<file path="config.mk">
export PLATFORM = sky130hd
export DESIGN_NAME = writeback
export DESIGN_NICKNAME = d
export VERILOG_FILES = /design/src/rtl/core_pkg.sv /design/src/rtl/load_align.sv /design/src/rtl/writeback.sv
export SDC_FILE = /design/constraint.sdc
export NUM_CORES = 1
export LEC_CHECK = 0
export CORE_ASPECT_RATIO = 0.75
export CORE_MARGIN = 3
export CORE_UTILIZATION = 64
export DETAILED_ROUTE_END_ITERATION = 12
export DONT_BUFFER_PORTS = 1
export PLACE_DENSITY = 0.8
export SETUP_SLACK_MARGIN = 0.1
export SLEW_MARGIN = 20
export SYNTH_ARGS = -nofsm -noshare
export SYNTH_HDL_FRONTEND = slang
export SYNTH_SLANG_ARGS = --single-unit
</file>
<file path="constraint.sdc">
create_clock -name clk -period 2.8 [get_ports clk]
set_clock_uncertainty 0.15 [all_clocks]
set_input_delay 0.56 -clock clk [delete_from_list [all_inputs] [get_ports clk]]
set_output_delay 0.56 -clock clk [all_outputs]
set_load 0.03 [all_outputs]
</file>
<file path="src/rtl/core_pkg.sv">
// Definitions shared by the execute and writeback stages: load/store widths,
// writeback FSM states and fault codes.
package core_pkg;

    localparam logic [2:0] OP_LB  = 3'b000;
    localparam logic [2:0] OP_LH  = 3'b001;
    localparam logic [2:0] OP_LW  = 3'b010;
    localparam logic [2:0] OP_LBU = 3'b100;
    localparam logic [2:0] OP_LHU = 3'b101;
    localparam logic [2:0] OP_SB  = 3'b000;
    localparam logic [2:0] OP_SH  = 3'b001;
    localparam logic [2:0] OP_SW  = 3'b010;

    typedef enum logic {
        WB_IDLE = 1'b0,
        WB_MEM  = 1'b1
    } wb_state_e;

    localparam logic [1:0] FAULT_NONE     = 2'b00;
    localparam logic [1:0] FAULT_TIMEOUT  = 2'b01;
    localparam logic [1:0] FAULT_MISALIGN = 2'b10;

endpackage

</file>
<file path="src/rtl/load_align.sv">
// Picks the addressed byte/halfword out of a load word and sign- or
// zero-extends it according to funct3.
module load_align
    import core_pkg::*;
(
    input  logic [2:0]  funct3,
    input  logic [1:0]  raddr,
    input  logic [31:0] rdata,
    output logic [31:0] data
);

    logic [7:0]  lane_b;
    logic [15:0] lane_h;

    always_comb begin
        case (raddr)
            2'd0:    lane_b = rdata[7:0];
            2'd1:    lane_b = rdata[15:8];
            2'd2:    lane_b = rdata[23:16];
            default: lane_b = rdata[31:24];
        endcase
        lane_h = raddr[1] ? rdata[31:16] : rdata[15:0];

        // Undefined width codes fall through to the full word, like LW.
        case (funct3)
            OP_LB:   data = {{24{lane_b[7]}}, lane_b};
            OP_LBU:  data = {24'b0, lane_b};
            OP_LH:   data = {{16{lane_h[15]}}, lane_h};
            OP_LHU:  data = {16'b0, lane_h};
            default: data = rdata;
        endcase
    end

endmodule

</file>
<file path="src/rtl/writeback.sv">
// Writeback stage: register-file writes, data-memory access with watchdog.
// Optional build macro WB_MISALIGN_TRAP_EN traps misaligned halfword/word accesses.
module writeback
    import core_pkg::*;
#(
    parameter int TIMEOUT = 16
) (
    input  logic        clk,
    input  logic        resetb,
    input  logic        wb_valid,
    input  logic [31:0] wb_result,
    input  logic        wb_memwr,
    input  logic        wb_mem2reg,
    input  logic        wb_alu2reg,
    input  logic [4:0]  wb_dst_sel,
    input  logic [1:0]  wb_raddr,
    input  logic [2:0]  wb_aluop,
    input  logic [31:0] wb_waddr,
    input  logic [3:0]  wb_wstrb,
    input  logic [31:0] wb_wdata,
    output logic        dmem_req,
    output logic        dmem_we,
    output logic [31:0] dmem_addr,
    output logic [3:0]  dmem_wstrb,
    output logic [31:0] dmem_wdata,
    input  logic        dmem_ready,
    input  logic [31:0] dmem_rdata,
    output logic        rf_we,
    output logic [4:0]  rf_waddr,
    output logic [31:0] rf_wdata,
    output logic        wb_stall,
    output logic        wb_fault,
    output logic [1:0]  wb_fault_code
);

    localparam logic [7:0] TO_LAST = 8'(TIMEOUT - 1);

    wb_state_e   state, state_nxt;
    logic [7:0]  cnt;
    logic        m_we;
    logic [31:2] m_addr;
    logic [2:0]  m_funct3;
    logic [4:0]  m_rd;
    logic [1:0]  m_raddr;
    logic [3:0]  m_wstrb;
    logic [31:0] m_wdata;
    logic [31:0] load_data;
    logic        is_mem;
    logic        misalign;
    logic        timeout_hit;

    assign is_mem      = wb_valid & (wb_memwr | wb_mem2reg);
    assign timeout_hit = (cnt == TO_LAST);

`ifdef WB_MISALIGN_TRAP_EN
    logic [1:0] cap_lo;
    logic       is_half;
    assign cap_lo   = wb_memwr ? wb_waddr[1:0] : wb_result[1:0];
    // LHU's code has no store counterpart, so it only counts for loads.
    assign is_half  = (wb_aluop == OP_LH) | (~wb_memwr & (wb_aluop == OP_LHU));
    assign misalign = (is_half & cap_lo[0]) | ((wb_aluop == OP_LW) & (cap_lo != 2'b00));
`else
    logic unused_addr_lo;
    assign unused_addr_lo = ^{wb_waddr[1:0], wb_result[1:0]};
    assign misalign       = 1'b0;
`endif

    load_align u_load_align (
        .funct3 (m_funct3),
        .raddr  (m_raddr),
        .rdata  (dmem_rdata),
        .data   (load_data)
    );

    always_ff @(posedge clk) begin
        if (resetb) state <= WB_IDLE;
        else        state <= state_nxt;
    end

    always_comb begin
        state_nxt = state;
        case (state)
            WB_IDLE: if (is_mem && !misalign)         state_nxt = WB_MEM;
            WB_MEM:  if (dmem_ready || timeout_hit)   state_nxt = WB_IDLE;
            default:                                  state_nxt = WB_IDLE;
        endcase
    end

    // Request side is decoded from state so it drops the cycle after reset.
    always_comb begin
        dmem_req   = (state == WB_MEM);
        dmem_we    = dmem_req & m_we;
        dmem_addr  = dmem_req ? {m_addr, 2'b00} : 32'b0;
        dmem_wstrb = dmem_we ? m_wstrb : 4'b0;
        dmem_wdata = dmem_we ? m_wdata : 32'b0;
        wb_stall   = dmem_req;
    end

    always_ff @(posedge clk) begin
        if (resetb) begin
            cnt           <= 8'd0;
            m_we          <= 1'b0;
            m_addr        <= '0;
            m_funct3      <= 3'b0;
            m_rd          <= 5'b0;
            m_raddr       <= 2'b0;
            m_wstrb       <= 4'b0;
            m_wdata       <= 32'b0;
            rf_we         <= 1'b0;
            rf_waddr      <= 5'b0;
            rf_wdata      <= 32'b0;
            wb_fault      <= 1'b0;
            wb_fault_code <= FAULT_NONE;
        end else begin
            rf_we         <= 1'b0;
            wb_fault      <= 1'b0;
            wb_fault_code <= FAULT_NONE;
            if (state == WB_IDLE) begin
                cnt <= 8'd0;
                if (is_mem) begin
                    if (misalign) begin
                        wb_fault      <= 1'b1;
                        wb_fault_code <= FAULT_MISALIGN;
                    end else begin
                        m_we     <= wb_memwr;
                        m_addr   <= wb_memwr ? wb_waddr[31:2] : wb_result[31:2];
                        m_funct3 <= wb_aluop;
                        m_rd     <= wb_dst_sel;
                        m_raddr  <= wb_raddr;
                        m_wstrb  <= wb_memwr ? wb_wstrb : 4'b0;
                        m_wdata  <= wb_wdata;
                    end
                end else if (wb_valid) begin
                    rf_we    <= wb_alu2reg & (wb_dst_sel != 5'd0);
                    rf_waddr <= wb_dst_sel;
                    rf_wdata <= wb_result;
                end
            end else begin
                // A completion in the expiry cycle still counts as success.
                if (dmem_ready) begin
                    if (!m_we) begin
                        rf_we    <= (m_rd != 5'd0);
                        rf_waddr <= m_rd;
                        rf_wdata <= load_data;
                    end
                end else if (timeout_hit) begin
                    wb_fault      <= 1'b1;
                    wb_fault_code <= FAULT_TIMEOUT;
                end else begin
                    cnt <= cnt + 8'd1;
                end
            end
        end
    end

endmodule
</file>
==> metrics.md, run 1 <==
| Metric | Value |
|---|---|
| Period minus WS final | 2.56 ns |
| Root buffer cell | clkbuf_16 |
| WL/cell | just over 20 um |
| CTS buffer count | 17 |
| Power share of the combinational group | 11.1% |
| Drt drc | 0 |
| Post-CTS setup buffer count | 0 |
| Gr usage total | 31.4% |
| Synth warnings | 0 |
| Post-Syn Area | 6290 sq um |
| TritonCTS clock tree | done |
| CP required | roughly 2.1 ns |
| Synth area leaders | dfxtp_1 (40%), nand2_1 (8.3%), mux2i_1 (7.2%) |
| Vias/cell | 6.29 |
| Area growth, synth to finish | 9.33% |
| Slew headroom | about 50% |
| Clk buf depth | 2 |
| Final cycle utilization of the critical path | 91.4% |
| Startpoint Class | flop |
| Critical Path AT | 1.85 ns |
| Synth Flop Type | dfxtp_1 |
| Post-DP HPWL | 12.9 mm |
| R2R depth | 4 |
| Status | complete, no violations |
| Row Count | 30 |
| Util after Layout | roughly three quarters |
| CTS Hold Bufs | 0 |
| Drt initial violations | 517 |
| Die H | 91.9 um |
| Clock-pin slew on the worst setup and hold paths | approximately 0.060 ns |
| Reg power frac | 43.2% |
| Mapped Avg Cell Area | 7.99 sq um |
| Post-synthesis sequential area ratio | 39.8% |
| First-pass GRT wire length | ~28 mm |
| Final Max Tran Viols | 0 |
| Antenna viol nets, final | 0 |
| CTS HTree Levels | 4 |
| Latest clock arrival within the worst-skew pair | 0.41 ns |
| LEAKAGE | approximately 2.6 nW |
| PortBufs | 0 |
| Final setup vio count | 0 |
| Fmax | slightly below 400 MHz |
| Share of the synthesized area in the top cell type | 39.8% |
| Net Switching | around 0.0013 W |
| Worst Path Max Fanout | 118 |
| Cells after synthesis | between 700 and 800 |
| Number of library cell types mapped by synthesis | 48 |
| Sw Ratio | a little over a quarter |
| CP Class | reg2out |
| Antenna violations before repair | 0 |
| Post-synth EDFFs | 0 |
| Hold Vio Cnt, Final | 0 |
| Slew @ Worst Pin | 0.739 ns |
| Nets@finish | ~890 |
| Clock Sinks | 125 |
| Core Area | 9310 sq um |
| Cts repair resizes | 0 |
| Vias in the first global route | 5248 |
| Largest net degree at the start of global routing | 124 |
| P_int | 0.00354 W |
| Largest area contributor in the netlist | dfxtp_1 |
| Vias | 5557 |
| Worst Hold Class | in2reg |
| RSZ-0062 raised after global routing | false |
| I/O pin cnt | 261 |
| GRT overflow | 0 |
| Min-Delay Path Depth | 1 |
| P per Cell Area | ~700 nW/um^2 |
| Number of diodes | 0 |
| Worst Slack Setup Final | 0.242 ns |
| Initial Utilization | 67.6% |
| Die area | 11100 sq um |
| Routed WL | 18.1 mm |
| Setup tns final | 0 ns |
| Layout cells sized above 1 | 8.47% |
| Setup WS pre-CTS | 0.415 ns |
| Die width | 120 um |
| Gpl congestion | 0.876 |
| Fraction of registers with async set/reset | 0% |
| Max-cap violation count | 0 |
| CP endpoint kind | primary output |
| Clock network fraction of total power | 45.7% |
| Worst vdd ir | 583 uV |
| #FFs+latches synth | 125 |
| First-pass DRT Iterations | 5 |
==> cells in the mapped netlist (8+ instances only) <==
cell	count
a21oi_1	60
dfxtp_1	125
mux2_2	12
a221oi_1	8
o21ai_0	19
buf_2	8
and3_1	37
mux2i_1	45
nor2b_1	15
and2_1	32
a211oi_1	54
nand3b_1	9
nor2_1	73
nand2_1	139
clkbuf_1	60
inv_1	11
==> worst paths after layout <==
kind                    start          endpoint  slack, ns
setup / recovery     dmem_req     dmem_wdata[0]       0.24
hold / removal     dmem_ready  wb_fault_code[0]       0.08
setup reg to reg     dmem_req      rf_wdata[10]       0.51
hold reg to reg   m_wdata[25]       m_wdata[25]       0.30
==> stage by stage <==
stage | instances | area [sq um] | hold WS, ns | total power [W]
after global routing | 884 | 6880 | 0.0592 | 0.00500
after detailed placement | 853 | 6270 | 0.288 | 0.00265
after floorplan | 790 | 6300 | 0.282 | 0.00256
final | 884 | 6880 | 0.0772 | 0.00482
after CTS | 884 | 6880 | 0.0581 | 0.00484
after global placement | 853 | 6270 | 0.282 | 0.00262
==> cells by family after synthesis <==
family	after synthesis	synth area share (%)
and+or+nand+nor	328	24.6
buffers and inverters	89	5.91
DFF	125	39.8
AOI/OAI and AO/OA	179	18.8
other	1	0.0596
muxes	58	9.66
adders and majority gates	1	0.199
xor gates and xnor gates	7	0.974
==> metal layers <==
metal  vias up  GRT usage [%]  wire (um)
met5         -              0          0
met3        30           12.8       2000
met2       290           52.1       8630
li1       2646              -          -
met1      2591           36.9       7050
met4         0           10.8        373
==> state kept, by name (all words and copies together) (netlist names) <==
signal,count
cnt,8
wb_fault_code,1
m_wdata,32
m_raddr,2
m_funct3,3
rf_we,1
rf_waddr,5
m_rd,5
m_we,1
m_wstrb,4
dmem_req,1
rf_wdata,32
m_addr,30
==> critical path: stages, from the launching register on <==
cell and delay (ns):
dfxtp_4 0.51, buf_12 0.45, and3_1 0.44
==> cell type report <==
cell class                 instances  area, sq um
inverter                          11         41.3
clock buffer                      22          495
multi-input combinational        576         3440
sequential                       125         2510
timing repair buffer              13          123
clock inverter                     9          109
tap                              128          160
fill                             729         2430
==> power by group through the flow <==
stage	Combinational [W]	Clock [W]	Sequential [W]
floorplan	0.000487	0	0.00208
global placement	0.000509	0	0.00211
detailed placement	0.000531	0	0.00212
CTS	0.000535	0.00222	0.00208
global route	0.000598	0.00231	0.00210
finish	0.000537	0.00220	0.00208
==> placed cells by master (no fill, tap or decap), drive strengths merged, types with 2 or more instances in the layout <==
| cell type | netlist | routed |
|---|---|---|
| a211oi | 55 | 55 |
| a21oi | 61 | 61 |
| a221oi | 8 | 8 |
| a22o | 2 | 2 |
| a22oi | 4 | 4 |
| a311oi | 2 | 2 |
| and2 | 33 | 33 |
| and3 | 37 | 37 |
| buf | 17 | 13 |
| bufinv | 0 | 2 |
| clkbuf | 61 | 22 |
| clkinv | 0 | 3 |
| clkinvlp | 0 | 4 |
| conb | 1 | 3 |
| dfxtp | 125 | 125 |
| inv | 11 | 11 |
| mux2 | 12 | 12 |
| mux2i | 45 | 45 |
| nand2 | 139 | 139 |
| nand2b | 6 | 6 |
| nand3b | 9 | 9 |
| nor2 | 73 | 73 |
| nor2b | 15 | 15 |
| nor3 | 2 | 2 |
| nor4 | 3 | 3 |
| o2111ai | 2 | 2 |
| o211ai | 3 | 3 |
| o21ai | 19 | 19 |
| o21bai | 6 | 6 |
| o221ai | 7 | 7 |
| o22ai | 2 | 2 |
| o311ai | 5 | 5 |
| or4 | 7 | 7 |
| xnor2 | 6 | 6 |
(Power assumes the default switching activity.)
==> run 2, diff against run 1 <==
- CTS_CLUSTER_SIZE: default -> 30
==> results of run 2 <==
Final layout, timing and power as in run 1 (identical DEF).
==> run 3, diff against run 2 <==
- CORE_ASPECT_RATIO: 0.75 -> default
==> metrics.md, run 3 (same netlist as run 1, synthesis figures left out) <==
| Metric | Value |
|---|---|
| Root buffer cell | clkbuf_8 (was clkbuf_16) |
| Critical path's top delay family | flip-flops (unchanged) |
| Gpl congestion | 0.909 (was 0.876) |
| Post-CTS setup buffer count | 0 (unchanged) |
| FILL cells | 715 (was 729) |
| I/O pin cnt | 261 (unchanged) |
| Final Max Tran Viols | 0 (unchanged) |
| Slowest CP cell | dfxtp_4 (unchanged) |
| Largest stage delay, worst path | 0.53 ns (was 0.51 ns) |
| Worst Slack Setup Final | 0.316 ns (was 0.242 ns) |
| CTS HTree Levels | 4 (unchanged) |
| Setup tns final | 0 ns (unchanged) |
| Worst Hold Class | in2reg (unchanged) |
| Hold WS | 0.0258 ns (was 0.0772 ns) |
| FF-to-FF End | rf_wdata[12] (was rf_wdata[10]) |
| CP required | 2.09 ns (about the same) |
| CP cell instances | buf_16 -> and3_1 (was buf_12 -> and3_1) |
| WL/cell | 20.6 um (was 20.4 um) |
| Critical R2R Launch | dmem_req (unchanged) |
| Slew @ Worst Pin | 0.714 ns (was 0.739 ns) |
| Slew headroom | 52.3% (was 50.3%) |
| CP Depth | 2 (unchanged) |
| R2R depth | 4 (unchanged) |
| Reg-to-reg slack, setup | 0.47 ns (was 0.51 ns) |
| Commonest non-fill, non-tap cell in the layout | nand2_1 (unchanged) |
| Die width | 105 um (was 120 um) |
| Die area | 11100 sq um (about the same) |
| Row Count | 35 (was 30) |
| Period minus WS final | 2.48 ns (was 2.56 ns) |
| Reg power frac | 41.4% (was 43.2%) |
| Drt drc | 0 (unchanged) |
| Initial Utilization | 66.8% (was 67.6%) |
| Net Switching | 0.00135 W (was 0.00128 W) |
| Power share of the combinational group | 11.7% (was 11.1%) |
| Buffers & Inverters on Critical Path | 1 (unchanged) |
| Post-DP HPWL | 12.5 mm (was 12.9 mm) |
| Area growth, synth to finish | 10.9% (was 9.33%) |
| TritonCTS clock tree | done (unchanged) |
| Die H | 105 um (was 91.9 um) |
| Drt initial violations | 438 (was 517) |
| Worst vdd ir | 464 uV (was 583 uV) |
| P_int | 0.00366 W (was 0.00354 W) |
| Antenna violations before repair | 0 (unchanged) |
| Number of diodes | 0 (unchanged) |
| Clock Sinks | 125 (unchanged) |
| RSZ-0062 raised after global routing | false (unchanged) |
| Critical Path End | dmem_wdata[0] (unchanged) |
| Vias in the first global route | 5367 (was 5248) |
| GRT overflow | 0 (unchanged) |
| Clock-pin slew on the worst setup and hold paths | 0.06 ns (about the same) |
| Top Registers | m_wdata: 32 flops, rf_wdata: 32 flops, m_addr: 30 flops (unchanged) |
| Critical Path AT | 1.77 ns (was 1.85 ns) |
| Vias/cell | 6.38 (was 6.29) |
| Nets@finish | 897 (was 894) |
| Crit. Startpoint | dmem_req (unchanged) |
| Layout cells sized above 1 | 8.70% (was 8.47%) |
| Hold Vio Cnt, Final | 0 (unchanged) |
| Gr usage total | 32.2% (was 31.4%) |
| First-pass GRT wire length | 28.6 mm (was 27.6 mm) |
| CP endpoint kind | primary output (unchanged) |
| Fmax | 403 MHz (was 391 MHz) |
| P per Cell Area | 718 nW/um^2 (was 701 nW/um^2) |
| Setup WS pre-CTS | 0.406 ns (was 0.415 ns) |
| PortBufs | 0 (unchanged) |
| Final cycle utilization of the critical path | 88.7% (was 91.4%) |
| Clk buf depth | 2 (unchanged) |
| Routed WL | 18.3 mm (was 18.1 mm) |
| Pwr Total | 0.00501 W (was 0.00482 W) |
| LEAKAGE | 2.69 nW (was 2.64 nW) |
| Worst Path Max Fanout | 61 (was 118) |
| CP Class | reg2out (unchanged) |
| Area of the multi-input gates | 3440 sq um (unchanged) |
| Status | complete, no violations (unchanged) |
| Core Area | 9420 sq um (was 9310 sq um) |
| Vias | 5662 (was 5557) |
| Clock network fraction of total power | 46.9% (was 45.7%) |
| Commonest non-fill, non-tap cells in the layout | nand2_1 (139), dfxtp_1 (124), nor2_1 (73) (unchanged) |
| Startpoint Class | flop (unchanged) |
| Max-cap violation count | 0 (unchanged) |
| Largest net degree at the start of global routing | 122 (was 124) |
| Antenna viol nets, final | 0 (unchanged) |
| Final setup vio count | 0 (unchanged) |
| CTS buffer count | 17 (unchanged) |
| Sw Ratio | 26.9% (was 26.6%) |
| First-pass DRT Iterations | 6 (was 5) |
| Reg area | 2510 sq um (unchanged) |
| Latest clock arrival within the worst-skew pair | 0.50 ns (was 0.41 ns) |
| Util after Layout | 74.1% (was 73.9%) |
## run 3: per-layer routing
metal | wire length (um) | global-route usage [%]
met4 | 382 | 11.1
met1 | 7280 | 40.1
met3 | 1920 | 10.0
met2 | 8750 | 52.7
met5 | 0 | 0
## run 3: through the flow
step	std cells	area, sq um
global route	888	6980
finish	888	6980
global placement	854	6280
detailed placement	854	6280
CTS	887	6950
floorplan	790	6300
## run 3: power by group through the flow
stage / sequential [W] / combinational (W) / clock, W
CTS: 0.00207 / 0.000573 / 0.00238
detailed placement: 0.00211 / 0.000540 / 0
finish: 0.00208 / 0.000584 / 0.00235
global route: 0.00209 / 0.000647 / 0.00246
global placement: 0.00210 / 0.000519 / 0
floorplan: 0.00208 / 0.000487 / 0
## run 3: how the worst min path moves through the flow
stage / endpoint / from / cells past startpoint
after floorplan: m_wdata[31] / m_wdata[31] / 2
after global placement: m_wdata[25] / m_wdata[25] / 2
after detailed placement: m_wdata[17] / m_wdata[17] / 2
after CTS: rf_wdata[7] / resetb / 1
after global routing: rf_wdata[7] / resetb / 1
final: rf_wdata[7] / resetb / 1
## run 3: what timing repair did
| item | CTS | global route |
|---|---|---|
| endpoints found under the hold margin | 111 | 0 |
| endpoints found under the setup margin | 0 | 34 |
| hold buffers | 2 | 0 |
| gates resized for setup | 0 | 1 |
## run 3: cell type report
| type | count | share of cell area (%) |
|---|---|---|
| clock buffers | 18 | 5.99 |
| clock inverters | 13 | 3.08 |
| inverters | 11 | 0.592 |
| multi-input cells | 576 | 49.4 |
| flip-flops and latches | 125 | 35.9 |
| well taps | 129 | 2.31 |
| repair buffers | 16 | 2.76 |
==> variant, RTL diff (settings of run 3) <==
Add a define of `WB_MISALIGN_TRAP_EN`.
--- a/src/rtl/writeback.sv
+++ b/src/rtl/writeback.sv
@@ -1,5 +1,7 @@
 // Writeback stage: register-file writes, data-memory access with watchdog.
 // Optional build macro WB_MISALIGN_TRAP_EN traps misaligned halfword/word accesses.
+`define WB_MISALIGN_TRAP_EN
+
 module writeback
     import core_pkg::*;
 #(
Function: changed (Yosys sat finds a counterexample within 4 cycles, from zero or initial values and one cycle with resetb high).
==> variant against run 3 <==
Area after synthesis rose by 9.2%. Routed wire length is 11% higher. Worst setup slack got worse by 0.072 ns. Hold slack got worse by 0.0061 ns. Global-route usage rose by 0.41 points. Sequential cell count rose by 2. Highest routed layer unchanged. Power rose by 6.2%. Fmax shrank 2.8%. Count of clock-buffer cells in the layout down 1. Largest cell class unchanged. Cell area up 7.6%. Largest power group unchanged. Via count rose by 4.0%. First-iteration DRC count up 33%. Core utilization is 1.7 points lower.
==> variant: results (changes against run 3) <==
[status]
status=complete, no violations

[critical_path]
critPathArrivalTime_ns=1.85  ; +0.08 ns
cp_max_fo=95  ; +56%
setup.worst_path.end=dmem_wdata[23]
r2r_end=m_wdata[24]$_SDFFE_PP0P_
worstRegToRegCells=5  ; +1
r2r_setup_slack_ns=0.67  ; +0.20 ns

[finish]
finalNetCount=906  ; +1.0%
num-fill-cells=790  ; +10%
seq_share=0.339  ; -0.0200
buf_share=0.0233  ; -0.00428
multi_input_area_um2=3930  ; +14%
drive_gt1_frac=0.142  ; +0.0548
inverters=14  ; +3
clkbuf_count=17  ; -1
multi_input_cells=581  ; +0.87%
clock_area_frac=0.0848  ; -0.00591
n_all_buffers=15  ; -1

[grt]
grt_pass1_vias=5638  ; +5.0%
grt_use_met3=0.0940  ; -0.00611
grt_use_total=0.326  ; +0.00414
grt_max_degree=96  ; -21%
grtUsageMet2=0.561  ; +0.0340
use_met1=0.360  ; -0.0410

[routing]
drtPass1Iterations=5  ; -1
wl_met3_mm=1.86  ; -3.3%
wire_per_inst_um=22.5  ; +9.1%
wirelength_met1_mm=7.43  ; +2.1%
drt_iter0_drc=581  ; +33%
dr_wl_met2_mm=10.2  ; +16%

[power]
power.internal_uw=3780  ; +3.1%
ir_drop_v=0.000467  ; +0.52%

[place]
placed_cell_area_um2=6850  ; +9.2%
dp_slack_ns=0.558  ; +0.151 ns
routabilityCongestion=0.923  ; +1.6%
hpwl_mm=14.7  ; +17%

[yosys]
netlist-cell-type-count=58  ; +21%
synthAdderAreaFrac=0.00182  ; -0.000168
synth.top_cells.by_area=dfxtp_1 37%, mux2i_1 14%, nand2_1 7.5%, mux2_2 6.1%, and3_1 3.4%
seq_area_frac_synth=0.370  ; -0.0278
muxShareOfSynthArea=0.202  ; +0.105
avgSynthCellArea_um2=8.71  ; +9.1%
synth_compound_area_frac=0.139  ; -0.0488
synthXorXnorAreaFrac=0.00255  ; -0.00719

[sta]
worst_slew_pin_slew_ns=0.566  ; -0.148 ns
layout_setup_ws_ns=0.245  ; -0.0716 ns

[clock_network]
clock-sinks=127  ; +1.6%

[variant: changes by cell type after synthesis, sizes merged, moves of 23 or more]
cell and change:
nor2 -27, a21oi -45, mux2i +48, a221oi +23
mux2 +26, a211oi -50
[variant: power by group through the flow]
stage | Sequential [uW] | Combinational [uW] | Clock [uW]
global route | 2180 | 838 | 2490
CTS | 2160 | 771 | 2390
detailed placement | 2200 | 756 | 0
finish | 2160 | 774 | 2380
global placement | 2190 | 732 | 0
floorplan | 2150 | 668 | 0
[variant: worst min path at each step]
stage	startpoint	to	slack (ns)	cells after the start
2_1_floorplan	m_wdata[31]$_SDFFE_PP0P_	m_wdata[31]$_SDFFE_PP0P_	0.28	2
3_3_place_gp	m_wstrb[3]$_SDFFE_PP0P_	m_wstrb[3]$_SDFFE_PP0P_	0.29	2
3_5_place_dp	m_wdata[11]$_SDFFE_PP0P_	m_wdata[11]$_SDFFE_PP0P_	0.30	2
4_1_cts	wb_wdata[14]	m_wdata[14]$_SDFFE_PP0P_	0.006	2
5_1_grt	wb_wdata[2]	m_wdata[2]$_SDFFE_PP0P_	0.008	2
6_report	wb_wdata[31]	m_wdata[31]$_SDFFE_PP0P_	0.02	2
[variant: stage by stage]
step / util / hold slack [ns] / power, uW
floorplan: - / 0.280 / 2820
global placement: 0.661 / 0.287 / 2920
detailed placement: 0.661 / 0.299 / 2960
CTS: 0.724 / 0.00617 / 5330
global route: 0.724 / 0.00808 / 5510
finish: 0.724 / 0.0197 / 5320
[variant: repair_timing]
action	CTS	global route
hold buffers	1	0
buffers inserted	0	0
hold endpoints to repair	31	0
[variant: critical path: stages (launching register included)]
cell and delay (ns):
dfxtp_4 0.51, buf_12 0.36, and3_1 0.42
